**src/rtl/cpu_types_pkg.sv**
```systemverilog
// rtl/cpu_types_pkg.sv - shared CPU memory-side types for the data responder
package cpu_types_pkg;
    typedef logic [31:0] word_t;

    typedef enum logic [1:0] {
        FREE   = 2'd0,
        BUSY   = 2'd1,
        ACCESS = 2'd2,
        ERROR  = 2'd3
    } ramstate_t;

    // Prefixed so the literals do not collide with ramstate_t::ACCESS.
    typedef enum logic [1:0] {
        DR_IDLE,
        DR_ACCESS,
        DR_SCFAIL,
        DR_DONE
    } dresp_state_t;

    typedef struct packed {
        logic        valid;
        logic [29:0] addr;
    } link_t;

    function automatic logic [29:0] word_addr(input word_t a);
        return a[31:2];
    endfunction
endpackage

```
**src/rtl/datomic_responder_if.sv**
```systemverilog
// rtl/datomic_responder_if.sv - datapath request and RAM port bundle; LINK_SNOOP_EN adds snoop signals
interface datomic_responder_if;
    import cpu_types_pkg::*;

    logic      dmemREN;
    logic      dmemWEN;
    logic      datomic;
    word_t     dmemaddr;
    word_t     dmemstore;
    word_t     dmemload;
    logic      dhit;
    logic      ramREN;
    logic      ramWEN;
    word_t     ramaddr;
    word_t     ramstore;
    word_t     ramload;
    ramstate_t ramstate;
`ifdef LINK_SNOOP_EN
    logic      snoopvalid;
    word_t     snoopaddr;

    modport master (
        output dmemREN, dmemWEN, datomic, dmemaddr, dmemstore, ramload, ramstate,
               snoopvalid, snoopaddr,
        input  dmemload, dhit, ramREN, ramWEN, ramaddr, ramstore
    );
    modport slave (
        input  dmemREN, dmemWEN, datomic, dmemaddr, dmemstore, ramload, ramstate,
               snoopvalid, snoopaddr,
        output dmemload, dhit, ramREN, ramWEN, ramaddr, ramstore
    );
`else
    modport master (
        output dmemREN, dmemWEN, datomic, dmemaddr, dmemstore, ramload, ramstate,
        input  dmemload, dhit, ramREN, ramWEN, ramaddr, ramstore
    );
    modport slave (
        input  dmemREN, dmemWEN, datomic, dmemaddr, dmemstore, ramload, ramstate,
        output dmemload, dhit, ramREN, ramWEN, ramaddr, ramstore
    );
`endif
endinterface

```
**src/rtl/link_register.sv**
```systemverilog
// rtl/link_register.sv - one-entry LL/SC link with set, clear and snoop-clear
module link_register
    import cpu_types_pkg::*;
#(
    parameter int LINK_ADDR_LSB = 2
) (
    input  logic  CLK,
    input  logic  nRST,
    input  word_t addr_i,
    input  logic  set_i,
    input  logic  clr_i,
    input  logic  snoop_valid_i,
    input  word_t snoop_addr_i,
    output logic  match_o,
    output logic  snoop_hit_o
);
    // Word bits below LINK_ADDR_LSB are masked out of every compare.
    localparam logic [29:0] CMP_MASK = {30{1'b1}} << (LINK_ADDR_LSB - 2);

    link_t link_q;

    assign match_o     = link_q.valid &&
                         (((word_addr(addr_i) ^ link_q.addr) & CMP_MASK) == '0);
    assign snoop_hit_o = snoop_valid_i && link_q.valid &&
                         (((word_addr(snoop_addr_i) ^ link_q.addr) & CMP_MASK) == '0);

    // A completing LL takes precedence over a same-cycle snoop.
    always_ff @(posedge CLK or negedge nRST) begin
        if (!nRST) begin
            link_q <= '0;
        end else if (set_i) begin
            link_q.valid <= 1'b1;
            link_q.addr  <= word_addr(addr_i);
        end else if (clr_i || snoop_hit_o) begin
            link_q.valid <= 1'b0;
        end
    end
endmodule

```
**src/rtl/datomic_responder.sv**
```systemverilog
// rtl/datomic_responder.sv - data request responder with LL/SC link; LINK_SNOOP_EN enables remote link snooping
module datomic_responder
    import cpu_types_pkg::*;
#(
    parameter int LINK_ADDR_LSB = 2
) (
    input  logic                CLK,
    input  logic                nRST,
    datomic_responder_if.slave  bus
);
    dresp_state_t state_q;
    logic         atomic_q;
    logic         ramren_q;
    logic         ramwen_q;
    word_t        ramaddr_q;
    word_t        ramstore_q;

    logic  ram_done, link_match, snoop_hit, link_set, link_clr, sc_ok;
    logic  dhit_c, snoop_valid;
    word_t load_c, link_addr, snoop_addr;

`ifdef LINK_SNOOP_EN
    assign snoop_valid = bus.snoopvalid;
    assign snoop_addr  = bus.snoopaddr;
`else
    assign snoop_valid = 1'b0;
    assign snoop_addr  = '0;
`endif

    // The link compares against the incoming address while idle, else the captured one.
    assign link_addr = (state_q == DR_IDLE) ? bus.dmemaddr : ramaddr_q;
    assign ram_done  = (state_q == DR_ACCESS) && (bus.ramstate == ACCESS);
    assign sc_ok     = link_match && !snoop_hit;
    assign link_set  = ram_done && ramren_q && atomic_q;
    assign link_clr  = ram_done && ramwen_q && (atomic_q || link_match);

    link_register #(.LINK_ADDR_LSB(LINK_ADDR_LSB)) u_link (
        .CLK          (CLK),
        .nRST         (nRST),
        .addr_i       (link_addr),
        .set_i        (link_set),
        .clr_i        (link_clr),
        .snoop_valid_i(snoop_valid),
        .snoop_addr_i (snoop_addr),
        .match_o      (link_match),
        .snoop_hit_o  (snoop_hit)
    );

    always_comb begin
        dhit_c = 1'b0;
        load_c = '0;
        if (state_q == DR_SCFAIL) begin
            dhit_c = 1'b1;
        end else if (ram_done) begin
            dhit_c = 1'b1;
            if (ramren_q)      load_c = bus.ramload;
            else if (atomic_q) load_c = 32'd1;
        end
    end

    assign bus.dhit     = dhit_c;
    assign bus.dmemload = load_c;
    assign bus.ramREN   = ramren_q;
    assign bus.ramWEN   = ramwen_q;
    assign bus.ramaddr  = ramaddr_q;
    assign bus.ramstore = ramstore_q;

    always_ff @(posedge CLK or negedge nRST) begin
        if (!nRST) begin
            state_q    <= DR_IDLE;
            atomic_q   <= 1'b0;
            ramren_q   <= 1'b0;
            ramwen_q   <= 1'b0;
            ramaddr_q  <= '0;
            ramstore_q <= '0;
        end else begin
            case (state_q)
                DR_IDLE: begin
                    if (bus.dmemWEN) begin
                        atomic_q <= bus.datomic;
                        if (bus.datomic && !sc_ok) begin
                            state_q <= DR_SCFAIL;
                        end else begin
                            state_q    <= DR_ACCESS;
                            ramwen_q   <= 1'b1;
                            ramaddr_q  <= bus.dmemaddr;
                            ramstore_q <= bus.dmemstore;
                        end
                    end else if (bus.dmemREN) begin
                        atomic_q  <= bus.datomic;
                        state_q   <= DR_ACCESS;
                        ramren_q  <= 1'b1;
                        ramaddr_q <= bus.dmemaddr;
                    end
                end
                // ERROR, BUSY and FREE all keep the request driven unchanged.
                DR_ACCESS: begin
                    if (bus.ramstate == ACCESS) begin
                        state_q  <= DR_DONE;
                        ramren_q <= 1'b0;
                        ramwen_q <= 1'b0;
                    end
                end
                DR_SCFAIL: state_q <= DR_DONE;
                default:   state_q <= DR_IDLE;
            endcase
        end
    end
endmodule

```
**src/flat_wrapper.sv**
```systemverilog
// flat-port wrapper written by rule: the top's interface ports become plain ports
module datomic_responder_flat import cpu_types_pkg::*;
#(
    parameter int LINK_ADDR_LSB = 2
)
  (CLK, nRST, bus_dmemREN, bus_dmemWEN, bus_datomic, bus_dmemaddr, bus_dmemstore, bus_ramload, bus_ramstate, bus_dmemload, bus_dhit, bus_ramREN, bus_ramWEN, bus_ramaddr, bus_ramstore);
  datomic_responder_if bus_i ();
  input  logic CLK;
  input  logic nRST;
  input wire logic [$bits(bus_i.dmemREN)-1:0] bus_dmemREN;
  input wire logic [$bits(bus_i.dmemWEN)-1:0] bus_dmemWEN;
  input wire logic [$bits(bus_i.datomic)-1:0] bus_datomic;
  input wire logic [$bits(bus_i.dmemaddr)-1:0] bus_dmemaddr;
  input wire logic [$bits(bus_i.dmemstore)-1:0] bus_dmemstore;
  input wire logic [$bits(bus_i.ramload)-1:0] bus_ramload;
  input wire logic [$bits(bus_i.ramstate)-1:0] bus_ramstate;
  output wire logic [$bits(bus_i.dmemload)-1:0] bus_dmemload;
  output wire logic [$bits(bus_i.dhit)-1:0] bus_dhit;
  output wire logic [$bits(bus_i.ramREN)-1:0] bus_ramREN;
  output wire logic [$bits(bus_i.ramWEN)-1:0] bus_ramWEN;
  output wire logic [$bits(bus_i.ramaddr)-1:0] bus_ramaddr;
  output wire logic [$bits(bus_i.ramstore)-1:0] bus_ramstore;
  assign bus_i.dmemREN = bus_dmemREN;
  assign bus_i.dmemWEN = bus_dmemWEN;
  assign bus_i.datomic = bus_datomic;
  assign bus_i.dmemaddr = bus_dmemaddr;
  assign bus_i.dmemstore = bus_dmemstore;
  assign bus_i.ramload = bus_ramload;
  assign bus_i.ramstate = bus_ramstate;
  assign bus_dmemload = bus_i.dmemload;
  assign bus_dhit = bus_i.dhit;
  assign bus_ramREN = bus_i.ramREN;
  assign bus_ramWEN = bus_i.ramWEN;
  assign bus_ramaddr = bus_i.ramaddr;
  assign bus_ramstore = bus_i.ramstore;
  datomic_responder #(.LINK_ADDR_LSB(LINK_ADDR_LSB)) u_core (.CLK(CLK), .nRST(nRST), .bus(bus_i));
endmodule
```
**config.mk**
```make
export PLATFORM = sky130hd
export DESIGN_NAME = datomic_responder_flat
export DESIGN_NICKNAME = d
export VERILOG_FILES = /design/src/rtl/cpu_types_pkg.sv /design/src/rtl/datomic_responder_if.sv /design/src/rtl/link_register.sv /design/src/rtl/datomic_responder.sv /design/src/flat_wrapper.sv
export SDC_FILE = /design/constraint.sdc
export NUM_CORES = 1
export LEC_CHECK = 0
export CELL_PAD_IN_SITES_DETAIL_PLACEMENT = 0
export CELL_PAD_IN_SITES_GLOBAL_PLACEMENT = 1
export CORE_UTILIZATION = 29
export CTS_CLUSTER_DIAMETER = 150
export DETAILED_ROUTE_END_ITERATION = 8
export GPL_TIMING_DRIVEN = 0
export PLACE_DENSITY = 0.73
export SLEW_MARGIN = 20
export SYNTH_ARGS = -nofsm -noshare
export SYNTH_HDL_FRONTEND = slang
export SYNTH_SLANG_ARGS = --single-unit
```
**constraint.sdc**
```tcl
create_clock -name CLK -period 2.73 [get_ports CLK]
set_input_delay 0.546 -clock CLK [delete_from_list [all_inputs] [get_ports CLK]]
set_output_delay 0.546 -clock CLK [all_outputs]
set_load 0.005 [all_outputs]
```
==> metrics <==
status=complete, but fails checks; failing checks=negative setup slack; r2r worst-path depth=13; Worst path depth=13; Crit Path Class=flip-flop to flip-flop; fin. max-slew vios=0; Post-Syn Instances=between 300 and 400; Tot GR Track Use=between 10% and 20%; static leakage=around 3.8 nW; CP Launch Type=flip-flop; worst r2r src=u_core.state_q[0]; Final WS setup=-0.180 ns; Die Y=130 microns; Clk Tree Root Cell=clkbuf_16; Worst Clk Skew=0.0108 ns; worst slew pin tran=between 0.5 and 0.6 ns; mean post-synth cell area=~12 sq um; pwr/cell area=around 1100 nW/um^2; maximum VDD drop=0.000551 V; slew margin rel.=65.5%; initial core utilization=29.8%; Remaining DRCs=0; Final Critical Period=just under 3 ns; FMAX=between 300 and 400 MHz; synthesis-to-finish area growth=72.4%; Remaining Overflow, GRT=0; Clock Sinks=100; kind of cell adding the most delay to the critical path=buffers and inverters; area share of the largest cell type after synthesis=a little over half; most used cell, CP=buf_12; PortBufs=201; 1st-iter DRT viols=117; cts hold-fix bufs=0; max-cap check violation count=0; Setup Viol. Count Final=between 60 and 70; HPWL reported at the end of detailed placement=9820 microns; initial antenna violation count=0; Slowest-stage cell, CP=dfrtp_1; Required @ worst endpoint=around 3.0 ns; EDFF count, synth=0; Final Hold Viols=0; Critical Path Fanout Max=10; syn_nets=roughly 500; IO Pins=between 200 and 250; Worst-Skew Late Latency=0.35 ns; Synth async-reset ratio=100%; vias in the first global route=roughly 4,000; pre-CTS setup slack=-0.679 ns; register area share after synthesis=a little over half; WL per Instance=around 17 microns; Tot Pwr=a little under 0.009 W; CTS buffer count=9; cell taking the most area after synthesis=dfrtp_1; worst-case clock buffer depth=2; core area=between 15,000 and 20,000 sq um; slowest stage delay, CP=0.39 ns; WP data arrival=between 3 and 4 ns; Yosys reg bits=100; nets@finish=745; YS warnings=0; crit end category=flip-flop; Via density=~4.6; cell area after synthesis=4740 sq um; 1st-pass router iterations=4; clock slew at reported path FFs=0.07 ns; CTS tree=done; die area=~17,000 sq um; std cell rows=between 40 and 50; routability cong.=between 0.7 and 0.8; H-tree depth=3; buffer and inverter count on the worst path=6; final WL=14,200 microns; r2r setup slk=-0.18 ns; Tcrit/Tclk final=107%; largest net degree at the start of global routing=79; Netlist cell types=32; crit-path cells=inv_2, ha_4, buf_12, buf_12, buf_12, mux2i_4, xor2_1, nand4_1, nor4_4, buf_6, o21bai_4, buf_12, mux2_2; hold crit path type=input port to async pin; dominant synthesized flop cell=dfrtp_1; RSZ-0062 raised after global routing=yes; Die Wd=roughly 130 microns; vias after detailed routing=a little under 4,000; Reg2Reg Capture Point=u_core.bus.ramaddr[10]; antenna viol nets, final=0; share of layout cells above drive strength 1=approximately 28%; ANT cells=0; first-pass GRT wire length=between 20,000 and 25,000 microns; Synth area leaders=dfrtp_1, mux2_2, mux2i_1, xnor2_1, and2_1
-- flip-flops by register name, indices dropped and copies added, names as in the netlist --
signal                flops
u_core.atomic_q           1
u_core.bus.ramREN         1
u_core.bus.ramWEN         1
u_core.bus.ramaddr       32
u_core.bus.ramstore      32
u_core.state_q            2
u_core.u_link.link_q     31
-- per-layer routing --
layer | track usage [%] | up-vias | part of all wire [%]
li1 | - | 1845 | -
met1 | 19.3 | 1921 | 40
met2 | 29.4 | 135 | 52
met3 | 2.91 | 12 | 5.9
met4 | 6.91 | 0 | 1.6
met5 | 0 | - | 0
-- synthesized netlist by cell type (2+ instances only) --
master	count
dfrtp_1	100
mux2_2	64
nor2_1	34
a21oi_1	32
and2_1	31
mux2i_1	31
xnor2_1	23
clkbuf_1	11
buf_6	8
xor2_1	7
o21ai_0	6
nand2_1	5
nor4_1	5
ha_1	4
inv_1	4
nand4_1	3
nor2b_1	3
nand2b_1	2
nor3_1	2
o21bai_2	2
-- kinds of logic after synthesis --
family	count (synthesis)	share of synthesized area [%]
muxes	95	21.7
adders and majority gates	4	1.05
buffers and inverters	24	3.24
and+or+nand+nor	90	10.2
xor gates and xnor gates	30	5.54
DFF	100	52.7
AOI/OAI and AO/OA	46	5.51
-- repair_timing --
item | CTS | global route
gates cloned | 3 | 3
setup buffers | 13 | 17
resized for setup | 55 | 89
setup endpoints to repair | 100 | 99
pin swaps | 6 | 13
-- per-stage QoR --
stage | setup TNS (ns) | cell area (sq um) | utilization, % | instances | hold slack, ns
floorplan | 0 | 4750 | - | 389 | 0.250
global placement | -332.51 | 7030 | 44.1 | 806 | 0.467
detailed placement | -59.28 | 7060 | 44.3 | 807 | 0.413
CTS | -18.67 | 7700 | 48.3 | 839 | 0.0303
global route | -16.48 | 8180 | 51.3 | 859 | 0.0369
finish | -9.13 | 8180 | 51.3 | 859 | 0.0342
-- layout by cell type, fill, tap and decap left out, types with 2 or more instances in the layout --
master | netlist | routed
clkdlybuf4s50_1 | 0 | 166
dfrtp_1 | 100 | 100
mux2_2 | 64 | 64
nor2_1 | 34 | 34
a21oi_1 | 32 | 32
and2_1 | 31 | 30
dlymetal6s2s_1 | 0 | 28
buf_4 | 1 | 21
xnor2_1 | 23 | 18
buf_6 | 8 | 16
mux2i_4 | 0 | 14
clkbuf_16 | 0 | 10
mux2i_2 | 0 | 9
mux2i_1 | 31 | 8
xor2_1 | 7 | 7
clkbuf_1 | 11 | 7
buf_12 | 0 | 6
o21ai_0 | 6 | 6
nand2_1 | 5 | 5
xnor2_2 | 0 | 5
nand4_1 | 3 | 3
buf_8 | 0 | 3
nor2b_1 | 3 | 3
inv_2 | 0 | 2
nor3_2 | 0 | 2
nand2b_1 | 2 | 2
clkbuf_4 | 0 | 2
buf_16 | 0 | 2
nor4_2 | 0 | 2
nor4_1 | 5 | 2
nor4_4 | 1 | 2
o21bai_4 | 0 | 2
inv_1 | 4 | 2
ha_4 | 0 | 2
clkinv_2 | 0 | 2
clkinv_4 | 0 | 2
inv_8 | 0 | 2
clkbuf_2 | 0 | 2
buf_2 | 0 | 2
-- worst max-delay path by stage --
stage | slack, ns | start | end
floorplan | 0.05 | u_core.state_q[0] | u_core.bus.ramaddr[0]
global placement | -2.80 | nRST | u_core.bus.ramstore[13]
detailed placement | -0.68 | u_core.state_q[1] | u_core.bus.ramaddr[15]
CTS | -0.23 | u_core.state_q[0] | u_core.bus.ramaddr[17]
global route | -0.28 | u_core.state_q[0] | u_core.bus.ramaddr[25]
finish | -0.18 | u_core.state_q[0] | u_core.bus.ramaddr[10]
-- area by class of cell --
cell class                      count  area (sq um)
Fill cell                        1427          7760
Sequential cell                   100          2500
Timing Repair Buffer              238          2460
Multi-Input combinational cell    265          2430
Tap cell                          216           270
Clock buffer                        9           225
Buffer                             20           221
Clock inverter                      7          58.8
Inverter                            4          15.0
-- power breakdown --
part	switching, W	leakage, nW	internal, W	total (W)
sequential	0.000581	1.18	0.00225	0.00283
clock	0.000604	0.144	0.000635	0.00124
combinational	0.00183	2.48	0.00304	0.00487
Power figures use the tool's default switching activity.
